File: config.mk
export PLATFORM = sky130hd
export DESIGN_NAME = tick_gen_multi
export DESIGN_NICKNAME = d
export VERILOG_FILES = /design/src/rtl/tick_gen_pkg.sv /design/src/rtl/tick_channel.sv /design/src/rtl/tick_gen_multi.sv
export SDC_FILE = /design/constraint.sdc
export NUM_CORES = 1
export LEC_CHECK = 0
export CORE_AREA = 2 2 212 214
export CTS_CLUSTER_DIAMETER = 100
export DETAILED_ROUTE_END_ITERATION = 6
export DIE_AREA = 0 0 214 216
export GPL_TIMING_DRIVEN = 0
export PLACE_DENSITY = 0.64
export SLEW_MARGIN = 20
export SYNTH_ARGS = -nofsm -noshare
export SYNTH_HDL_FRONTEND = slang
export SYNTH_SLANG_ARGS = --single-unit
File: constraint.sdc
create_clock -name clk -period 14.46 [get_ports clk]
set_clock_uncertainty 0.05 [all_clocks]
set_input_delay 2.169 -clock clk [delete_from_list [all_inputs] [get_ports clk]]
set_output_delay 2.169 -clock clk [all_outputs]
set_load 0.01 [all_outputs]
File: src/rtl/tick_gen_pkg.sv
// Shared types and constants for the multi-channel tick generator.
//   tick_state_e : per-channel run state (idle / running)
//   TICK_DEF_DIV : divisor loaded into every channel at reset
//   tick_ch_w()  : width of a channel index for a given channel count (at least 1)
package tick_gen_pkg;

    typedef enum logic [0:0] {
        StIdle,
        StRun
    } tick_state_e;

    localparam int unsigned TICK_DEF_DIV = 100_000_000;

    function automatic int unsigned tick_ch_w(input int unsigned nch);
        return (nch > 1) ? $clog2(nch) : 1;
    endfunction

endpackage

File: src/rtl/tick_channel.sv
// One tick generator channel: idle/run FSM, period counter, active divisor and a
// one-deep pending divisor that is applied at the next period boundary.
// Optional macro TICKGEN_SYNC_EN adds the sync_i phase-align input.
//   clk, reset  : system clock, asynchronous active-high reset
//   en_i        : run enable
//   sync_i      : restart the period in RUN (TICKGEN_SYNC_EN only)
//   wr_i        : accepted divisor write addressed to this channel
//   wr_div_i    : divisor value for wr_i
//   pend_o      : a divisor write is waiting for the period boundary
//   tick_o      : registered one-cycle tick
module tick_channel
    import tick_gen_pkg::*;
#(
    parameter int unsigned WIDTH   = 27,
    parameter int unsigned DEF_DIV = TICK_DEF_DIV
) (
    input  logic             clk,
    input  logic             reset,
    input  logic             en_i,
`ifdef TICKGEN_SYNC_EN
    input  logic             sync_i,
`endif
    input  logic             wr_i,
    input  logic [WIDTH-1:0] wr_div_i,
    output logic             pend_o,
    output logic             tick_o
);

    localparam logic [WIDTH-1:0] DefDiv = WIDTH'(DEF_DIV);
    localparam logic [WIDTH-1:0] One    = WIDTH'(1);

    tick_state_e      state_q, state_d;
    logic [WIDTH-1:0] cnt_q, cnt_d;
    logic [WIDTH-1:0] div_q, div_d;
    logic [WIDTH-1:0] pend_div_q, pend_div_d;
    logic             pend_q, pend_d;
    logic             tick_q, tick_d;
    logic [WIDTH-1:0] new_div;
    logic             term;

    // D of 0 or 1 means every cycle; the explicit test avoids the wrap of 0 - 1.
    assign term = (div_q <= One) || (cnt_q == div_q - One);

    always_comb begin
        state_d    = state_q;
        cnt_d      = cnt_q;
        div_d      = div_q;
        pend_d     = pend_q;
        pend_div_d = pend_div_q;
        tick_d     = 1'b0;
        // Divisor to adopt at a boundary: a write landing on this edge beats an older pending one
        // (ready is low while pending, so both cannot happen together).
        new_div    = wr_i ? wr_div_i : (pend_q ? pend_div_q : div_q);

        unique case (state_q)
            StIdle: begin
                cnt_d = '0;
                if (wr_i) begin
                    div_d = wr_div_i;
                end
                if (en_i) begin
                    state_d = StRun;
                end
            end
            StRun: begin
                if (!en_i) begin
                    // Disable wins over a coincident terminal count.
                    state_d = StIdle;
                    cnt_d   = '0;
                    div_d   = new_div;
                    pend_d  = 1'b0;
                end
`ifdef TICKGEN_SYNC_EN
                else if (sync_i) begin
                    cnt_d  = '0;
                    div_d  = new_div;
                    pend_d = 1'b0;
                end
`endif
                else if (term) begin
                    cnt_d  = '0;
                    tick_d = 1'b1;
                    div_d  = new_div;
                    pend_d = 1'b0;
                end else begin
                    cnt_d = cnt_q + One;
                    if (wr_i) begin
                        pend_d     = 1'b1;
                        pend_div_d = wr_div_i;
                    end
                end
            end
            default: state_d = StIdle;
        endcase
    end

    always_ff @(posedge clk or posedge reset) begin
        if (reset) begin
            state_q    <= StIdle;
            cnt_q      <= '0;
            div_q      <= DefDiv;
            pend_q     <= 1'b0;
            pend_div_q <= '0;
            tick_q     <= 1'b0;
        end else begin
            state_q    <= state_d;
            cnt_q      <= cnt_d;
            div_q      <= div_d;
            pend_q     <= pend_d;
            pend_div_q <= pend_div_d;
            tick_q     <= tick_d;
        end
    end

    assign pend_o = pend_q;
    assign tick_o = tick_q;

endmodule

File: src/rtl/tick_gen_multi.sv
// Multi-channel programmable tick generator. NCH independent channels each emit a
// registered one-cycle tick every D cycles while enabled; divisors are written through
// a valid/ready port and take effect at the channel's next period boundary.
// Optional macro TICKGEN_SYNC_EN adds the sync input that phase-aligns all running channels.
//   clk, reset : system clock, asynchronous active-high reset
//   en         : per-channel run enable
//   cfg_valid  : divisor write request
//   cfg_ready  : write can be accepted this cycle (combinational on cfg_ch)
//   cfg_ch     : target channel; indices >= NCH are accepted and discarded
//   cfg_div    : new divisor
//   sync       : phase-align pulse (TICKGEN_SYNC_EN only)
//   tick       : per-channel tick pulses
module tick_gen_multi
    import tick_gen_pkg::*;
#(
    parameter int unsigned NCH     = 4,
    parameter int unsigned WIDTH   = 27,
    parameter int unsigned DEF_DIV = TICK_DEF_DIV
) (
    input  logic                      clk,
    input  logic                      reset,
    input  logic [NCH-1:0]            en,
    input  logic                      cfg_valid,
    output logic                      cfg_ready,
    input  logic [tick_ch_w(NCH)-1:0] cfg_ch,
    input  logic [WIDTH-1:0]          cfg_div,
`ifdef TICKGEN_SYNC_EN
    input  logic                      sync,
`endif
    output logic [NCH-1:0]            tick
);

    localparam int unsigned ChW = tick_ch_w(NCH);

    logic [NCH-1:0] pend;
    logic [NCH-1:0] wr;

    // Out-of-range channel indices match no entry and leave ready high.
    always_comb begin
        cfg_ready = 1'b1;
        for (int unsigned i = 0; i < NCH; i++) begin
            if (cfg_ch == ChW'(i)) begin
                cfg_ready = ~pend[i];
            end
        end
    end

    for (genvar g = 0; g < NCH; g++) begin : gen_ch
        assign wr[g] = cfg_valid && cfg_ready && (cfg_ch == ChW'(g));

        tick_channel #(
            .WIDTH   (WIDTH),
            .DEF_DIV (DEF_DIV)
        ) u_ch (
            .clk      (clk),
            .reset    (reset),
            .en_i     (en[g]),
`ifdef TICKGEN_SYNC_EN
            .sync_i   (sync),
`endif
            .wr_i     (wr[g]),
            .wr_div_i (cfg_div),
            .pend_o   (pend[g]),
            .tick_o   (tick[g])
        );
    end

endmodule
# [Yosys cells after proc, flatten, opt, wreduce, memory -nomap -nowiden]
# Cells that the tools add are included.
[word_totals] register_bits=336 out_inout_bits=5 wordCells=157
[classes] add_sub_neg=8 order_cmp=4 eq_ne=19 muxes=68 bitwise_logic=12 reduce_logical=22
[ops] op="$mux 27" count=28
[ops] op="$pmux 27 s2" count=8
[ops] op="$add 27x1->27 const B" count=4
[ops] op="$eq 27x27->1" count=4
[ops] op="$le 27x1->1 const B" count=4
[ops] op="$sub 27x1->27 const B" count=4
[ops] op="$mux 1" count=32
[ops] op="$reduce_and 2->1" count=8
[ops] op="$reduce_and 4->1" count=4
[ops] op="$ne 3x1->1 const B" count=4
[ops] op="$ne 3x3->1 const B" count=4
[ops] op="$not 1->1" count=12
[ops] op="$ne 2x1->1 const B" count=4
[ops] op="$logic_and 1x1->1" count=5
[ops] op="$eq 2x2->1 const B" count=2
[ops] op="$logic_or 1x1->1" count=4
[ops] op="$eq 2x1->1 const B" count=1
[ops] op="$logic_not 2->1" count=1

# [Logic depth before layout (Yosys ltp)]
[logic_depth] word_depth=11 depth_mapped=13 depth_no_buf=11

# [By module]
# Synthesis repeated with hierarchy kept, for this count alone.
[hier_totals] hier_cells=1716 area_unflattened_um2=19348.6
[by_module_without_submodules] mod="tick_channel (gen_ch[0].u_ch ...)" n_inst=2 cells_each=422 area_each_um2=4830.9 seq_area_each_um2=2117.0
[by_module_without_submodules] mod="tick_channel (gen_ch[3].u_ch)" n_inst=1 cells_each=432 area_each_um2=4867.2 seq_area_each_um2=2117.0
[by_module_without_submodules] mod="tick_channel (gen_ch[2].u_ch)" n_inst=1 cells_each=433 area_each_um2=4758.3 seq_area_each_um2=2117.0
[by_module_without_submodules] mod="tick_gen_multi" n_inst=1 cells_each=7 area_each_um2=61.3 seq_area_each_um2=0.0

# [Least setup slack after synthesis]
# OpenSTA, ideal clock, no wires.
[synth_timing] path_type="input to output" start="input cfg_ch[0]" end="output cfg_ready" arrival_time_ps=2730 t_required_ps=12241 slack_ps=9511 cell_stages=2 path_cell_list="mux4_2 inv_1"
[synth_between] elab_chain_len=5 elab_cells_between_ends=8
[synth_rtl] item="start, declared" line="tick_gen_multi.sv:25" rtl="input logic [tick_ch_w(NCH)-1:0] cfg_ch,"
[synth_rtl] item="$logic_not 2->1" line="tick_gen_multi.sv:42" rtl="if (cfg_ch == ChW'(i)) begin"
[synth_rtl] item="$mux 1 (3 in a row)" line="tick_gen_multi.sv:42"
[synth_rtl] item="$mux 1 (*)" line="tick_gen_multi.sv:42"
[synth_rtl] item="end, declared" line="tick_gen_multi.sv:24" rtl="output logic cfg_ready,"
# Mark *: on every way between the ends. The rest lies on a longest branch, timed or not.

# [Worst setup path in the final report]
# Same ends and word-level chain as after synthesis.

==> metrics.md <==
| Metric | Value |
|---|---|
| Placed wire-length estimate | roughly 34 mm |
| Worst ir drop on vdd | roughly 0.13 mV |
| Fill cell count | ~3900 |
| Category of the worst setup path launch point | input pin |
| Start point of the worst hold path | gen_ch[3].u_ch.pend_div_q[19] |
| Startpoint of the lowest-slack register-to-register path | gen_ch[2].u_ch.div_q[4] |
| Arrival time of the worst setup path | 3.92 ns |
| Number of clock buffers inserted by TritonCTS | 38 |
| Transition time of the tightest slew-check pin | about 0.98 ns |
| Cells resized by post-CTS repair | 0 |
| Number of endpoints with negative hold slack in the final report | 0 |
| Fin Setup TNS | 0 ns |
| Std cell rows | 77 |
| Clock tree from TritonCTS | yes |
| Residual antenna-violating net count after detailed routing | 0 |
| NumNets Final | 2012 |
| Worst setup path category | in -> out |
| Final total power | ~3200 uW |
| # DRC | 0 |
| Flops & latches, synth | around 340 |
| Global route total overflow | 0 |
| Fraction of met3 tracks used by global routing | under 10% |
| Multi-input combinational cell area | roughly 0.011 sq mm |
| Critical path, cell by cell | clkdlybuf4s50_1 -> mux4_2 -> inv_1 -> clkdlybuf4s50_1 |
| Sequential share of the synthesized area | 43.29% |
| R2R depth | 11 |
| Leakage power summed over all cells | slightly above 0.009 uW |
| Setup slack, reg-to-reg | 9.94 ns |
| Chip height | around 220 um |
| Post-synthesis net count | slightly below 2000 |
| Final standard cell count with taps included and fillers excluded | roughly 2600 |
| Number of iterations in the first detailed-routing pass | 5 |
| Async SR Flop Fraction | 100.0% |
| Hold Path End | gen_ch[3].u_ch.pend_div_q[19] |
| Insertion delay of the later-clocked pin in the worst-skew pair | ~0.56 ns |
| WL per Instance | around 18 um |
| Vias | about 14000 |
| Synthesis-to-layout area growth | 12.75% |
| Worst slew slack as a fraction of its limit | 34.19% |
| Most frequent CP cell | sky130_fd_sc_hd__clkdlybuf4s50_1 |
| Via/cell ratio | between 5 and 6 |
| Total Routing Usage GR | a little over 20% |
| Effective utilization at floorplan | between 40% and 50% |
| DIE AREA | around 0.046 sq mm |
| HP Class | reg -> reg |
| FF+latch area | roughly 0.0085 sq mm |
| Core area | ~0.044 sq mm |
| CTS clock-pin slew for the worst setup and hold paths | ~0.060 ns |
| Worst flop-to-flop path endpoint | gen_ch[2].u_ch.cnt_q[22] |
| Max_cap viols | 0 |
| Routing layer with the top usage in global route | met2 |
| Detailed Route WL | ~47 mm |
| Final setup violation count | 0 |
| Post-route minimum period | 6.136 ns |
| Number of global-route vias before repair | 14400 |
| Mapped Cells | 1881 |
| Cell area after synthesis | 0.01956 sq mm |
| Final estimated routing congestion in global placement | 0.8863 |
| Count of boundary I/O pins | slightly above 40 |
| Number of library cell types mapped by synthesis | 74 |
| Critical Path Sink Type | output port |
| 1st-iter DRT viols | about 740 |
| Cell area after placement | between 0.02 and 0.025 sq mm |
| Buffers inserted by post-CTS timing repair | 0 |
| Buffer levels on the longest clock path | 3 |
| Pin count of the biggest net entering global routing | ~110 |
| CTS Hold Bufs | 0 |
| Outcome | finished, final reports clean |
| Crit-path max FO | 4 |
| Final core utilization | 50.32% |
| Final-report max-slew violation count | 0 |
| Htree depth | 2 |
| Required time worst endpoint | 12.24 ns |
| Met2 Usage GRT | about a third |
| Power density normalized to cell area | 145.7 mW/mm^2 |
| Total non-filler cell area in the finished layout | approximately 0.022 sq mm |
| Count of synthesis-stage warnings from yosys | 0 |
| Delay of the slowest cell on the worst path | just under 0.6 ns |
| Average cell area after synthesis | approximately 10 sq um |
| Highest clock frequency the design can meet | 163.0 MHz |
| Unrepaired setup endpoints after global routing | no |
| Buffers on Ports | 40 |
| Part of the cycle the worst path needs | between 40% and 50% |
| Highest-delay cell along the critical path | sky130_fd_sc_hd__mux4_2 |
| Library cell used as clock root buffer | sky130_fd_sc_hd__clkbuf_16 |
| Fraction of final layout cells with drive strength greater than 1 | between 20 and 25% |
| TritonCTS Sinks | roughly 340 |
| Cell count after placement | 2516 |
| Count of flip-flops with a built-in enable after synthesis | 0 |
| Hold Path Stages | 1 |
| Number of antenna violations at the first check in global routing | 2 |
| First-pass GRT wire length | slightly below 80 mm |
| Die width | roughly 210 um |
| Ys flop type | sky130_fd_sc_hd__dfrtp_1 |
| Met1 layer usage reported by global route | approximately 28% |
-- how the worst max path moves through the flow --
stage | depth (start not counted) | slack, ns | to | startpoint
global placement | 2 | -1.19 | gen_ch[3].u_ch.cnt_q[25] | reset
finish | 4 | 8.32 | cfg_ready | cfg_ch[0]
CTS | 4 | 8.32 | cfg_ready | cfg_ch[0]
floorplan | 1 | 3.01 | gen_ch[0].u_ch.cnt_q[0] | reset
detailed placement | 4 | 8.32 | cfg_ready | cfg_ch[0]
global route | 4 | 8.29 | cfg_ready | cfg_ch[0]
-- cells in the mapped netlist (9+ instances only) --
cell type / number / share of area [%]
sky130_fd_sc_hd__buf_4: 9 / 0.35
sky130_fd_sc_hd__nand3_1: 73 / 1.9
sky130_fd_sc_hd__xor2_1: 99 / 4.4
sky130_fd_sc_hd__nand4_1: 27 / 0.86
sky130_fd_sc_hd__xnor2_1: 123 / 5.5
sky130_fd_sc_hd__ha_1: 12 / 0.77
sky130_fd_sc_hd__and3b_1: 24 / 1.1
sky130_fd_sc_hd__nor4_1: 38 / 1.2
sky130_fd_sc_hd__and3_1: 33 / 1.1
sky130_fd_sc_hd__o21ai_0: 37 / 0.95
sky130_fd_sc_hd__buf_6: 9 / 0.52
sky130_fd_sc_hd__nor3_1: 67 / 1.7
sky130_fd_sc_hd__or3_1: 11 / 0.35
sky130_fd_sc_hd__nor2_1: 180 / 3.5
sky130_fd_sc_hd__and2_1: 30 / 0.96
sky130_fd_sc_hd__a31oi_1: 9 / 0.29
sky130_fd_sc_hd__inv_1: 29 / 0.56
sky130_fd_sc_hd__clkbuf_1: 66 / 1.3
sky130_fd_sc_hd__and4_1: 10 / 0.45
sky130_fd_sc_hd__mux2_4: 36 / 2.8
sky130_fd_sc_hd__nor2b_1: 19 / 0.61
sky130_fd_sc_hd__nand2_1: 134 / 2.6
sky130_fd_sc_hd__a211oi_1: 10 / 0.38
sky130_fd_sc_hd__mux2_2: 209 / 12
sky130_fd_sc_hd__dfrtp_1: 288 / 37
sky130_fd_sc_hd__mux2i_1: 67 / 3.4
sky130_fd_sc_hd__nand2b_1: 15 / 0.48
sky130_fd_sc_hd__dfstp_2: 48 / 6.4
sky130_fd_sc_hd__or4_1: 22 / 0.84
sky130_fd_sc_hd__a21oi_1: 29 / 0.74
-- layout make-up --
cell class	count	area share [%]
antenna	1	0.01134
buffer	90	2.019
clock buffer	57	5.287
clock inverter	12	0.4027
inverter	29	0.5275
multi-input combinational	1426	47.81
sequential	336	38.39
tap	592	3.358
timing repair buffer	43	2.190
-- cell families after synthesis --
| kind of cell | after synthesis | synth area share, % |
|---|---|---|
| flops | 336 | 43.29 |
| simple gates | 727 | 19.41 |
| xor+xnor | 222 | 9.939 |
| compound gates | 145 | 4.963 |
| mux | 320 | 18.80 |
| fa+ha+maj | 12 | 0.7675 |
| buf+inv | 119 | 2.833 |
-- power by group --
part	total, uW	switching [uW]	internal, uW
Combinational	860	428	432
Sequential	1380	209	1170
Clock	975	400	575
Total	3210	1040	2180
-- critical path, delay by kind of cell --
family | cells | cell delay (ns)
multiplexers | 1 | 0.59
buffers and inverters | 3 | 1.16
-- layer usage --
layer / vias up / routed length [um]
li1: 6856 / -
met1: 7049 / 21710
met2: 283 / 22310
met3: 91 / 1816
met4: 2 / 1464
met5: - / 8
-- flip-flops by register name, summed over array words and instances, names as in the netlist --
register and count:
gen_ch.u_ch.cnt_q 108, gen_ch.u_ch.div_q 108, gen_ch.u_ch.pend_div_q 108, gen_ch.u_ch.pend_o 4, gen_ch.u_ch.state_q 4, gen_ch.u_ch.tick_o 4
-- stage by stage --
stage	hold WS [ns]	worst slack [ns]
3_3_place_gp	0.4166	-1.194
5_1_grt	0.4635	8.295
4_1_cts	0.4353	8.316
2_1_floorplan	0.4041	3.011
6_report	0.4297	8.324
3_5_place_dp	0.4220	8.318
-- layout by cell type, fill, tap and decap left out, drive strengths merged, types with 37 or more instances in the layout --
cell           synthesis  layout
xnor2                123     123
dfstp                 48      48
dfrtp                288     288
nor2                 181     181
nor3                  67      67
o21ai                 37      37
nand2                137     137
xor2                  99      99
clkdlybuf4s50          0      40
nor4                  39      39
mux2i                 67      67
nand3                 74      74
mux2                 251     251
clkbuf                66     123
Note: power is estimated with default switching activity, not from simulation.
